===== src/rtl/hazard_pkg.sv =====
// Shared types and helpers for the pipeline hazard tracker: forward-select
// encodings, the per-stage entry record and the producer-matching functions.
package hazard_pkg;

  localparam logic [1:0] FWD_RF    = 2'd0;
  localparam logic [1:0] FWD_E     = 2'd1;
  localparam logic [1:0] FWD_M     = 2'd2;
  localparam logic [1:0] FWD_W     = 2'd3;
  localparam logic [1:0] TUSE_NONE = 2'd3;

  typedef struct packed {
    logic       regwrite;
    logic [4:0] wreg;
    logic [1:0] tnew;
    logic [4:0] rs;
    logic [4:0] rt;
  } stage_entry_t;

  localparam stage_entry_t BUBBLE = '0;

  // Register 0 is hard-wired, so a write to it never produces anything.
  function automatic logic produces(stage_entry_t e, logic [4:0] r);
    return e.regwrite && (e.wreg != 5'd0) && (e.wreg == r);
  endfunction

  function automatic logic ready(stage_entry_t e, logic [4:0] r);
    return produces(e, r) && (e.tnew == 2'd0);
  endfunction

  function automatic logic late(stage_entry_t e, logic [4:0] r, logic [1:0] tuse);
    return (tuse != TUSE_NONE) && produces(e, r) && (e.tnew > tuse);
  endfunction

  // Nearest ready producer wins; pass BUBBLE for stages that cannot feed r.
  function automatic logic [1:0] fwd_sel(stage_entry_t e, stage_entry_t m,
                                         stage_entry_t w, logic [4:0] r);
    if (ready(e, r))      return FWD_E;
    else if (ready(m, r)) return FWD_M;
    else if (ready(w, r)) return FWD_W;
    else                  return FWD_RF;
  endfunction

endpackage


===== src/rtl/hazard_stage_reg.sv =====
// One tracked pipeline entry: loads the upstream entry, optionally replaced
// by a bubble, with the result latency decremented or cleared on the way in.
module hazard_stage_reg
  import hazard_pkg::*;
#(
  parameter bit DEC_TNEW = 1'b0,
  parameter bit CLR_TNEW = 1'b0
) (
  input  logic         clk,
  input  logic         reset,
  input  logic         bubble_i,
  input  stage_entry_t d_i,
  output stage_entry_t q_o
);

  stage_entry_t entry_d, entry_q;

  always_comb begin
    // NOTE: full default first, so no path leaves entry_d unassigned (no latch).
    entry_d = d_i;
    if (CLR_TNEW) begin
      entry_d.tnew = 2'd0;
    end else if (DEC_TNEW && (d_i.tnew != 2'd0)) begin
      entry_d.tnew = d_i.tnew - 2'd1;
    end
    if (bubble_i) begin
      entry_d = BUBBLE;
    end
  end

  // NOTE: registered state uses <= so all stages update from pre-edge values.
  always_ff @(posedge clk) begin
    if (reset) begin
      entry_q <= BUBBLE;
    end else begin
      entry_q <= entry_d;
    end
  end

  assign q_o = entry_q;

endmodule


===== src/rtl/hazard_tracker.sv =====
// Stall/forward controller for a 5-stage MIPS-like pipeline tracking E/M/W.
// Forwarding is built only when HAZARD_TRACKER_FWD_EN is defined.
module hazard_tracker
  import hazard_pkg::*;
(
  input  logic        clk,
  input  logic        reset,
  input  logic [4:0]  d_rs,
  input  logic [4:0]  d_rt,
  input  logic [1:0]  d_tuse_rs,
  input  logic [1:0]  d_tuse_rt,
  input  logic        d_regwrite,
  input  logic [4:0]  d_wreg,
  input  logic [1:0]  d_tnew,
  output logic        stall,
  output logic [1:0]  fwd_rs_d,
  output logic [1:0]  fwd_rt_d,
  output logic [1:0]  fwd_rs_e,
  output logic [1:0]  fwd_rt_e,
  output logic [1:0]  fwd_rt_m,
  output logic [31:0] stall_cnt
);

  stage_entry_t d_entry, e_q, m_q, w_q;
  logic [31:0]  stall_cnt_q;
  logic         unused_bits;

  assign d_entry = '{regwrite: d_regwrite, wreg: d_wreg, tnew: d_tnew,
                     rs: d_rs, rt: d_rt};

  hazard_stage_reg #(.DEC_TNEW(1'b0), .CLR_TNEW(1'b0)) u_stage_e (
    .clk(clk), .reset(reset), .bubble_i(stall), .d_i(d_entry), .q_o(e_q)
  );

  hazard_stage_reg #(.DEC_TNEW(1'b1), .CLR_TNEW(1'b0)) u_stage_m (
    .clk(clk), .reset(reset), .bubble_i(1'b0), .d_i(e_q), .q_o(m_q)
  );

  hazard_stage_reg #(.DEC_TNEW(1'b0), .CLR_TNEW(1'b1)) u_stage_w (
    .clk(clk), .reset(reset), .bubble_i(1'b0), .d_i(m_q), .q_o(w_q)
  );

  always_comb begin
    stall    = 1'b0;
    fwd_rs_d = FWD_RF;
    fwd_rt_d = FWD_RF;
    fwd_rs_e = FWD_RF;
    fwd_rt_e = FWD_RF;
    fwd_rt_m = FWD_RF;
`ifdef HAZARD_TRACKER_FWD_EN
    // W results are always forwardable, so only E and M can be too late.
    stall = late(e_q, d_rs, d_tuse_rs) || late(m_q, d_rs, d_tuse_rs) ||
            late(e_q, d_rt, d_tuse_rt) || late(m_q, d_rt, d_tuse_rt);
    fwd_rs_d = fwd_sel(e_q, m_q, w_q, d_rs);
    fwd_rt_d = fwd_sel(e_q, m_q, w_q, d_rt);
    fwd_rs_e = fwd_sel(BUBBLE, m_q, w_q, e_q.rs);
    fwd_rt_e = fwd_sel(BUBBLE, m_q, w_q, e_q.rt);
    fwd_rt_m = fwd_sel(BUBBLE, BUBBLE, w_q, m_q.rt);
`else
    // Without bypass paths, any in-flight writer of a read operand blocks D.
    stall = ((d_tuse_rs != TUSE_NONE) &&
             (produces(e_q, d_rs) || produces(m_q, d_rs) || produces(w_q, d_rs))) ||
            ((d_tuse_rt != TUSE_NONE) &&
             (produces(e_q, d_rt) || produces(m_q, d_rt) || produces(w_q, d_rt)));
`endif
  end

  assign unused_bits = ^{e_q.rs, e_q.rt, e_q.tnew, m_q.rs, m_q.rt, m_q.tnew,
                         w_q.rs, w_q.rt, w_q.tnew};

  always_ff @(posedge clk) begin
    if (reset) begin
      stall_cnt_q <= '0;
    end else if (stall && (stall_cnt_q != '1)) begin
      stall_cnt_q <= stall_cnt_q + 32'd1;
    end
  end

  assign stall_cnt = stall_cnt_q;

endmodule


===== config.mk =====
export PLATFORM = sky130hd
export DESIGN_NAME = hazard_tracker
export DESIGN_NICKNAME = d
export VERILOG_FILES = /design/src/rtl/hazard_pkg.sv /design/src/rtl/hazard_stage_reg.sv /design/src/rtl/hazard_tracker.sv
export SDC_FILE = /design/constraint.sdc
export NUM_CORES = 1
export LEC_CHECK = 0
export CORE_ASPECT_RATIO = 0.5
export CORE_MARGIN = 2
export CORE_UTILIZATION = 45
export CTS_CLUSTER_DIAMETER = 60
export DETAILED_ROUTE_END_ITERATION = 12
export PLACE_DENSITY = 0.85
export SYNTH_ARGS = -nofsm -noshare
export SYNTH_HDL_FRONTEND = slang
export SYNTH_SLANG_ARGS = --single-unit

===== constraint.sdc =====
create_clock -name clk -period 2.3 [get_ports clk]
set_clock_uncertainty 0.1 [all_clocks]
set_input_delay 0.69 -clock clk [delete_from_list [all_inputs] [get_ports clk]]
set_output_delay 0.69 -clock clk [all_outputs]
set_load 0.1 [all_outputs]

# == Word-level counts from Yosys, hierarchy flattened ==
# Cells that the tools add are included.
# totals
regBits,50
word_cells,38
# op_classes
n_addsub,1
eq_ne,9
n_reduce_logical,21
# ops
op,n
32-bit by 1-bit adder with 32-bit output (second input constant),1
32-bit != test (second input constant),1
5-bit == test,6
5-bit nonzero test,3
1-bit logical AND,12
1-bit logical OR,5
2-bit != test (second input constant),2
2-bit OR reduction,1

# == Longest topological paths before layout ==
# Gate-level depths: netlist of run 1.
# logic_depth
word_depth,8
ltp_mapped,11
mapped_depth_nobuf,8

# == Cells and area by module ==
# Synthesis of run 1 repeated with hierarchy kept, for this count alone.
# hier_totals
cells_unflattened,382
area_unflattened_um2,3892.5
# by_module_without_submodules
mod,instances,cells_per_inst,area_per_inst_um2,seq_area_each_um2
hazard_tracker,1,263,2127.0,640.6
hazard_stage_reg (u_stage_m),1,40,603.1,360.3
hazard_stage_reg (u_stage_e),1,40,599.3,360.3
hazard_stage_reg (u_stage_w),1,39,563.0,320.3

# == Worst setup path before layout of run 1 ==
# Ideal clock, no wire load.
# synth_timing
path_type,register to register
start,"register stall_cnt_q[0], in the netlist stall_cnt[0]"
end,"register stall_cnt_q[20], in the netlist stall_cnt[20]"
t_arrival_ps,2712
t_required_ps,2079
slack_ps,-633
path_stages_with_launch,11
n_path_buf,2
cell_sequence,dfxtp_1 > ha_1 > nand3_1 > nor2_1 > and2_1 > buf_6 > nand2_4 > nor2_8 > buf_6 > nor3_1 > mux2_4
# synth_between
elab_chain_cells,2
elab_cells_between_ends,3
cone_classes,add/sub: 1; eq/ne: 1; reduce/logical: 1
# synth_rtl
element,line,rtl
from (decl),hazard_tracker.sv:25,logic [31:0] stall_cnt_q;
from (signal assigned),hazard_tracker.sv:75,stall_cnt_q <= stall_cnt_q + 32'd1;
"parallel branches: the longest is 2 deep, another holds 32-bit by 1-bit adder with 32-bit output",-,
# Several ways; the timed one is not identified.
# A chain may end at the register's enable or synchronous reset.

# == Worst setup path after layout of run 1 ==
# layout_timing
start,register u_stage_m.entry_q (netlist bit u_stage_m.q_o[13])
end,output stall
# layout_between
elab_chain_cells,7
elab_cells_between_ends,13
cone_classes,eq/ne: 2; reduce/logical: 11
# layout_rtl
element,line,rtl
from (decl),hazard_stage_reg.sv:16,"stage_entry_t entry_d, entry_q;"
from (signal assigned),hazard_stage_reg.sv:36,entry_q <= entry_d;
5-bit nonzero test,hazard_pkg.sv:23,return e.regwrite && (e.wreg != 5'd0) && (e.wreg == r);
1-bit logical AND (2 in series),hazard_pkg.sv:23,
"1-bit logical OR, on equally long branches (2 in series)","hazard_tracker.sv:62, hazard_tracker.sv:64",
"1-bit logical AND, on equally long branches","hazard_tracker.sv:61, hazard_tracker.sv:63",
1-bit logical OR (*),hazard_tracker.sv:62,"(produces(e_q, d_rs) || produces(m_q, d_rs) || produces(w_q, d_rs))) ||"
to (decl),hazard_tracker.sv:15,"output logic stall,"
# Every way passes the cells marked *; elsewhere a longest branch is shown, timed or not.

==> flow_summary.ini, run 1 <==
[clock_network]
cts_root_buf = clkbuf_16
cts-buffers-inserted = 5
insertion_delay_ns = 0.30
cts.sinks = 50
htree_levels = 2
cts_buffer_depth = 2
cts_tree = done
clk_pin_slew_ns = 0.07

[worst_setup_path]
critPathLaunchType = register
crit_required_ns = 1.51
crit_path_end_kind = primary output
crit_path_max_fanout = 2
arrival_ns = 2.14
crit_type = reg2out

[finish]
n_antenna_cell = 0
final_cells = 479
drive_gt1_share_pct = 52.4
layout_commonest_cell = buf_12
final_core_util_pct = 78.0
nFillCells = 330
syn_to_final_growth_pct = 68.1
layout.nets = 415
final_cell_mix = 36 x buf_12, 29 x buf_4, 23 x nor2b_1
design_area_um2 = 4730

[synthesis]
synth_largest_area_cell = dfxtp_1
seq_area_frac_synth_pct = 35.6
synth_simple_gate_area_share_pct = 31.5
syn_inst = 311
synth_edf_count = 0
synth_top_family_by_area = simple AND/OR/NAND/NOR gates
synth_xor_area_share_pct = 9.35
yosysWarnings = 0
syn_area_um2 = 2810
syn_avg_cell_area_um2 = 9.04
synth_compound_area_share_pct = 10.4
muxShareOfSynthArea_pct = 5.07
ys_seq_elements = 50
synth.distinct_cells = 41
synth_top_area_share_pct = 35.6
yosys-top-cells-area = dfxtp_1 36%, xnor2_1 5.6%, or4_1 5.3%
synth_async_sr_flop_share_pct = 0
synth-adder-area-share_pct = 0.445
ys.flop_type = dfxtp_1

[grt]
antenna_found_initial = 0
grt_pass1_wl_mm = 14.6
grt-ovfl-total = 0
first_global_vias = 2798
grt_max_degree = 31
grt_usage_pct = 27.9

[hold_path]
hold_class = reg2reg

[floorplanning]
coreArea_um2 = 6060
start_util_pct = 46.4
pin_count = 67
rows = 20
die_area_um2 = 6930
die-height_um = 59.9
die_x_um = 116

[timing]
hold_viol_final = 0
maxSlewHeadroom_pct = 57.1
slew_violations = 0
finalCritPeriodShare_pct = 128
worst_pin_slew_ns = 0.643
whs_ns = 0.408
fmaxAchievable_ghz = 0.341
rsz0062_at_grt = yes
finalSetupViolations = 39
worst_slack_ns = -0.634
period_needed_ns = 2.93
finalSetupTns_ns = -10.34

[status]
violations = negative setup slack
status = finished with violations

[power]
ir_drop_uv = 361
power_density_nw_per_um2 = 429
leakagePower_nw = 1.73
power.total_mw = 2.03

[detailed_routing]
drt_iter0_markers = 309
dr.pass1.iters = 5
viasPerCell = 6.10
wl_per_cell_um = 22.1
vias = 2922
final_antenna_net_count = 0
drc = 0
totalWireLength_mm = 10.6

[placed_design]
dp_cells = 459
place_area_um2 = 3940
port_buffers = 54
gp_congestion = 0.882
hpwl_mm = 5.25
place_ws_ns = -0.919

[flow_run]
drv_cap = 0
[area by class of cell]
| class | count | area (um^2) | area share, % |
|---|---|---|---|
| flip-flops and latches | 50 | 1090 | 23.0 |
| inverters | 2 | 23.8 | 0.503 |
| repair buffers | 90 | 1250 | 26.5 |
| well taps | 88 | 110 | 2.33 |
| multi-input cells | 241 | 2090 | 44.1 |
| clock buffers | 5 | 125 | 2.65 |
| clock inverters | 3 | 42.5 | 0.900 |
[Yosys cell counts, types with 2 or more instances]
cell and number:
or3_1 2, nand2_1 11, a21oi_1 22, buf_6 7, and4_1 3, nor3_1 10
mux2_1 2, o21ai_1 4, mux2_4 8, dfxtp_1 50, clkbuf_1 6, xor2_1 12
and3_1 5, nor2b_1 23, nor4_1 6, o31ai_1 18, nand4_1 11, and2_1 8
xnor2_1 18, nor2_1 15, buf_4 13, or4_1 20, nand3_1 19
[per-layer routing]
metal	up-vias	share of wire [%]	track usage, %
met5	-	0	0
met1	1418	39	33.3
met3	45	7.3	3.85
met2	185	51	52.6
li1	1274	-	-
met4	0	3.5	9.18
[worst max-delay path, cell delays in order (launching register included)]
cell and delay [ns]:
dfxtp_1 0.32, or4_4 0.54, o21ai_4 0.18, nor4_1 0.08, nor3_1 0.18, o22a_2 0.22
buf_12 0.13, inv_16 0.03, buf_16 0.15
[kinds of logic after synthesis]
| kind of cell | after synthesis |
|---|---|
| buf+inv | 29 |
| compound gates | 47 |
| fa+ha+maj | 1 |
| other cells | 1 |
| mux | 10 |
| flops | 50 |
| simple gates | 143 |
| xor+xnor | 30 |
[path summary, 6_finish.rpt]
kind / from / endpoint / slack, ns / cells past startpoint
min reg2reg: u_stage_m.q_o[17] / u_stage_w.q_o[17] / 0.41 / 1
max reg2reg: u_stage_e.q_o[13] / stall_cnt[18] / -0.50 / 12
max: u_stage_m.q_o[13] / stall / -0.63 / 8
min: u_stage_m.q_o[17] / u_stage_w.q_o[17] / 0.41 / 1
[state kept, by name, summed over array words and instances (netlist names)]
| signal | count |
|---|---|
| u_stage_w.q_o | 6 |
| stall_cnt | 32 |
| u_stage_e.q_o | 6 |
| u_stage_m.q_o | 6 |
[report_power, final]
group	total, mW	internal [mW]	switching, mW
clock network	0.860	0.515	0.345
registers	0.870	0.857	0.0136
logic	0.298	0.117	0.180
[what timing repair did]
action | CTS | global route
setup endpoints to repair | 39 | 39
hold buffers | 0 | 0
pin swaps | 26 | 36
gates cloned | 3 | 0
resized for setup | 100 | 45
buffers inserted | 6 | 6
(Power assumes the default switching activity.)
==> run 2: changes to the inputs <==
- CORE_UTILIZATION: 45 -> 51
- PLACE_DENSITY: 0.85 -> 0.91
- RECOVER_POWER: not set -> 50
- clock period: 2.3 -> 3.7 ns (I/O delays scaled with it)
==> run 2 against run 1 <==
  * The run now ends clean
  * Sequential share of layout area increased by 7.5 points
  * Total power decreased by 51%
  * Sequential power decreased by 36%
  * Setup slack improved by 0.70 ns
  * Clock power is 66% lower
  * Clock-buffer cell count unchanged
  * Critical path depth is 1 lower
  * Non-clock buffer count shrank 30
  * First-iteration DRC count decreased by 49%
  * Flip-flop and latch count unchanged
  * Largest cell class unchanged
==> flow_summary.ini, run 2 (synthesis results as in run 1) <==
[floorplanning]
start_util_pct = 52.1
die_x_um = 109
coreArea_um2 = 5400
pin_count = 67
rows = 19
die-height_um = 56.5
die_area_um2 = 6160

[detailed_routing]
final_antenna_net_count = 0
drt_iter0_markers = 159
drc = 0
dr.pass1.iters = 4
viasPerCell = 5.70
totalWireLength_mm = 6.46
vias = 2468
wl_per_cell_um = 14.9

[worst_setup_path]
r2r_start = stall_cnt[0]
crit_type = in2out
crit_path_end_kind = primary output
worst_path_max_delay_cell = dlygate4sd2_1
reg2reg_setup_slack_ns = 0.76
path_buf_inv = 3
crit_chain = dlygate4sd2_1, xor2_1, nor4_4, nor3_1, o22a_2, inv_2, buf_12
worstRegToRegCells = 8
slowest_delay_ns = 0.29
endpoint = stall
startpoint = d_rt[0]
crit_required_ns = 2.49
critPathLaunchType = input port
arrival_ns = 2.42
crit_path_max_fanout = 3
crit_cells = 7
crit_family = buffers and inverters
r2r-end = stall_cnt[23]

[finish]
layout_commonest_cell = dfxtp_1
drive_gt1_share_pct = 15.6
final_cell_mix = 50 x dfxtp_1, 31 x clkbuf_1, 23 x nor2b_1
nFillCells = 471
n_antenna_cell = 0
layout.nets = 385
final_cells = 433
design_area_um2 = 3280
syn_to_final_growth_pct = 16.8
largest_reg_flops = 32

[clock_network]
clk_pin_slew_ns = 0.08
cts_tree = done
cts_buffer_depth = 2
cts-buffers-inserted = 5
insertion_delay_ns = 0.29
cts.sinks = 50
cts_root_buf = clkbuf_8
htree_levels = 2

[grt]
grt_pass1_wl_mm = 10.6
grt_usage_pct = 21.4
grt_max_degree = 50
antenna_found_initial = 0
grt-ovfl-total = 0
first_global_vias = 2271

[timing]
fmaxAchievable_ghz = 0.275
period_needed_ns = 3.63
finalCritPeriodShare_pct = 98.1
finalSetupTns_ns = 0
finalSetupViolations = 0
worst_slack_ns = 0.0696
slew_violations = 0
maxSlewHeadroom_pct = 20.3
worst_pin_slew_ns = 1.20
hold_viol_final = 0

[placed_design]
dp_cells = 424
gp_congestion = 0.829
place_ws_ns = -0.298
place_area_um2 = 3230
hpwl_mm = 4.52
port_buffers = 54

[power]
ir_drop_uv = 166
leakagePower_nw = 1.18
power_density_nw_per_um2 = 303
power.total_mw = 0.994

[flow_run]
drv_cap = 0

[status]
status = finished clean

[hold_path]
hold_class = reg2reg
-- run 2: worst min path at each step --
stage	slack, ns	cells past startpoint	start	end
after floorplan	0.33	1	u_stage_m.q_o[17]	u_stage_w.q_o[17]
after global placement	0.36	1	u_stage_m.q_o[17]	u_stage_w.q_o[17]
after detailed placement	0.36	1	u_stage_m.q_o[17]	u_stage_w.q_o[17]
after CTS	0.37	1	u_stage_m.q_o[17]	u_stage_w.q_o[17]
after global routing	0.40	1	u_stage_m.q_o[17]	u_stage_w.q_o[17]
final	0.37	1	u_stage_m.q_o[17]	u_stage_w.q_o[17]
-- run 2: timing repair --
item | in CTS | in global routing
setup endpoints to repair | 1 | 1
hold buffers | 0 | 0
pin swaps | 7 | 16
setup buffers | 0 | 2
resized for setup | 19 | 36
-- run 2: area by class of cell --
class / count / area (um^2) / share of cell area (%)
timing repair buffer: 60 / 373 / 11.4
sequential: 50 / 1000 / 30.5
multi-input combinational: 241 / 1730 / 52.7
tap: 73 / 91.3 / 2.78
inverter: 2 / 7.51 / 0.229
clock buffer: 5 / 68.8 / 2.10
clock inverter: 2 / 10.0 / 0.305
-- run 2: worst register-to-register path, delay by kind of cell, from the launching register on --
family | cells | cell delay (ns)
DFF | 1 | 0.45
and+or+nand+nor | 6 | 1.74
adders and majority gates | 1 | 0.22
muxes | 1 | 0.32
-- run 2: metrics by stage --
stage          hold slack (ns)  util, %
6_report                 0.371     60.8
5_1_grt                  0.397     60.8
4_1_cts                  0.372     61.3
3_5_place_dp             0.361     59.8
3_3_place_gp             0.361     59.8
2_1_floorplan            0.334        -
-- run 2: where the power goes --
| group | total [mW] | switching, mW | internal, mW | leakage (nW) |
|---|---|---|---|---|
| Sequential | 0.557 | 0.0108 | 0.546 | 0.406 |
| Clock | 0.296 | 0.168 | 0.127 | 0.0438 |
| Combinational | 0.142 | 0.0916 | 0.0500 | 0.726 |
| Total | 0.994 | 0.271 | 0.723 | 1.18 |
-- run 2: metal layers --
metal / vias up / GRT usage, % / wire (um)
met4: 0 / 4.76 / 29
met3: 2 / 4.30 / 348
li1: 1214 / - / -
met2: 83 / 35.8 / 3270
met1: 1169 / 28.4 / 2810
met5: - / 0 / 0
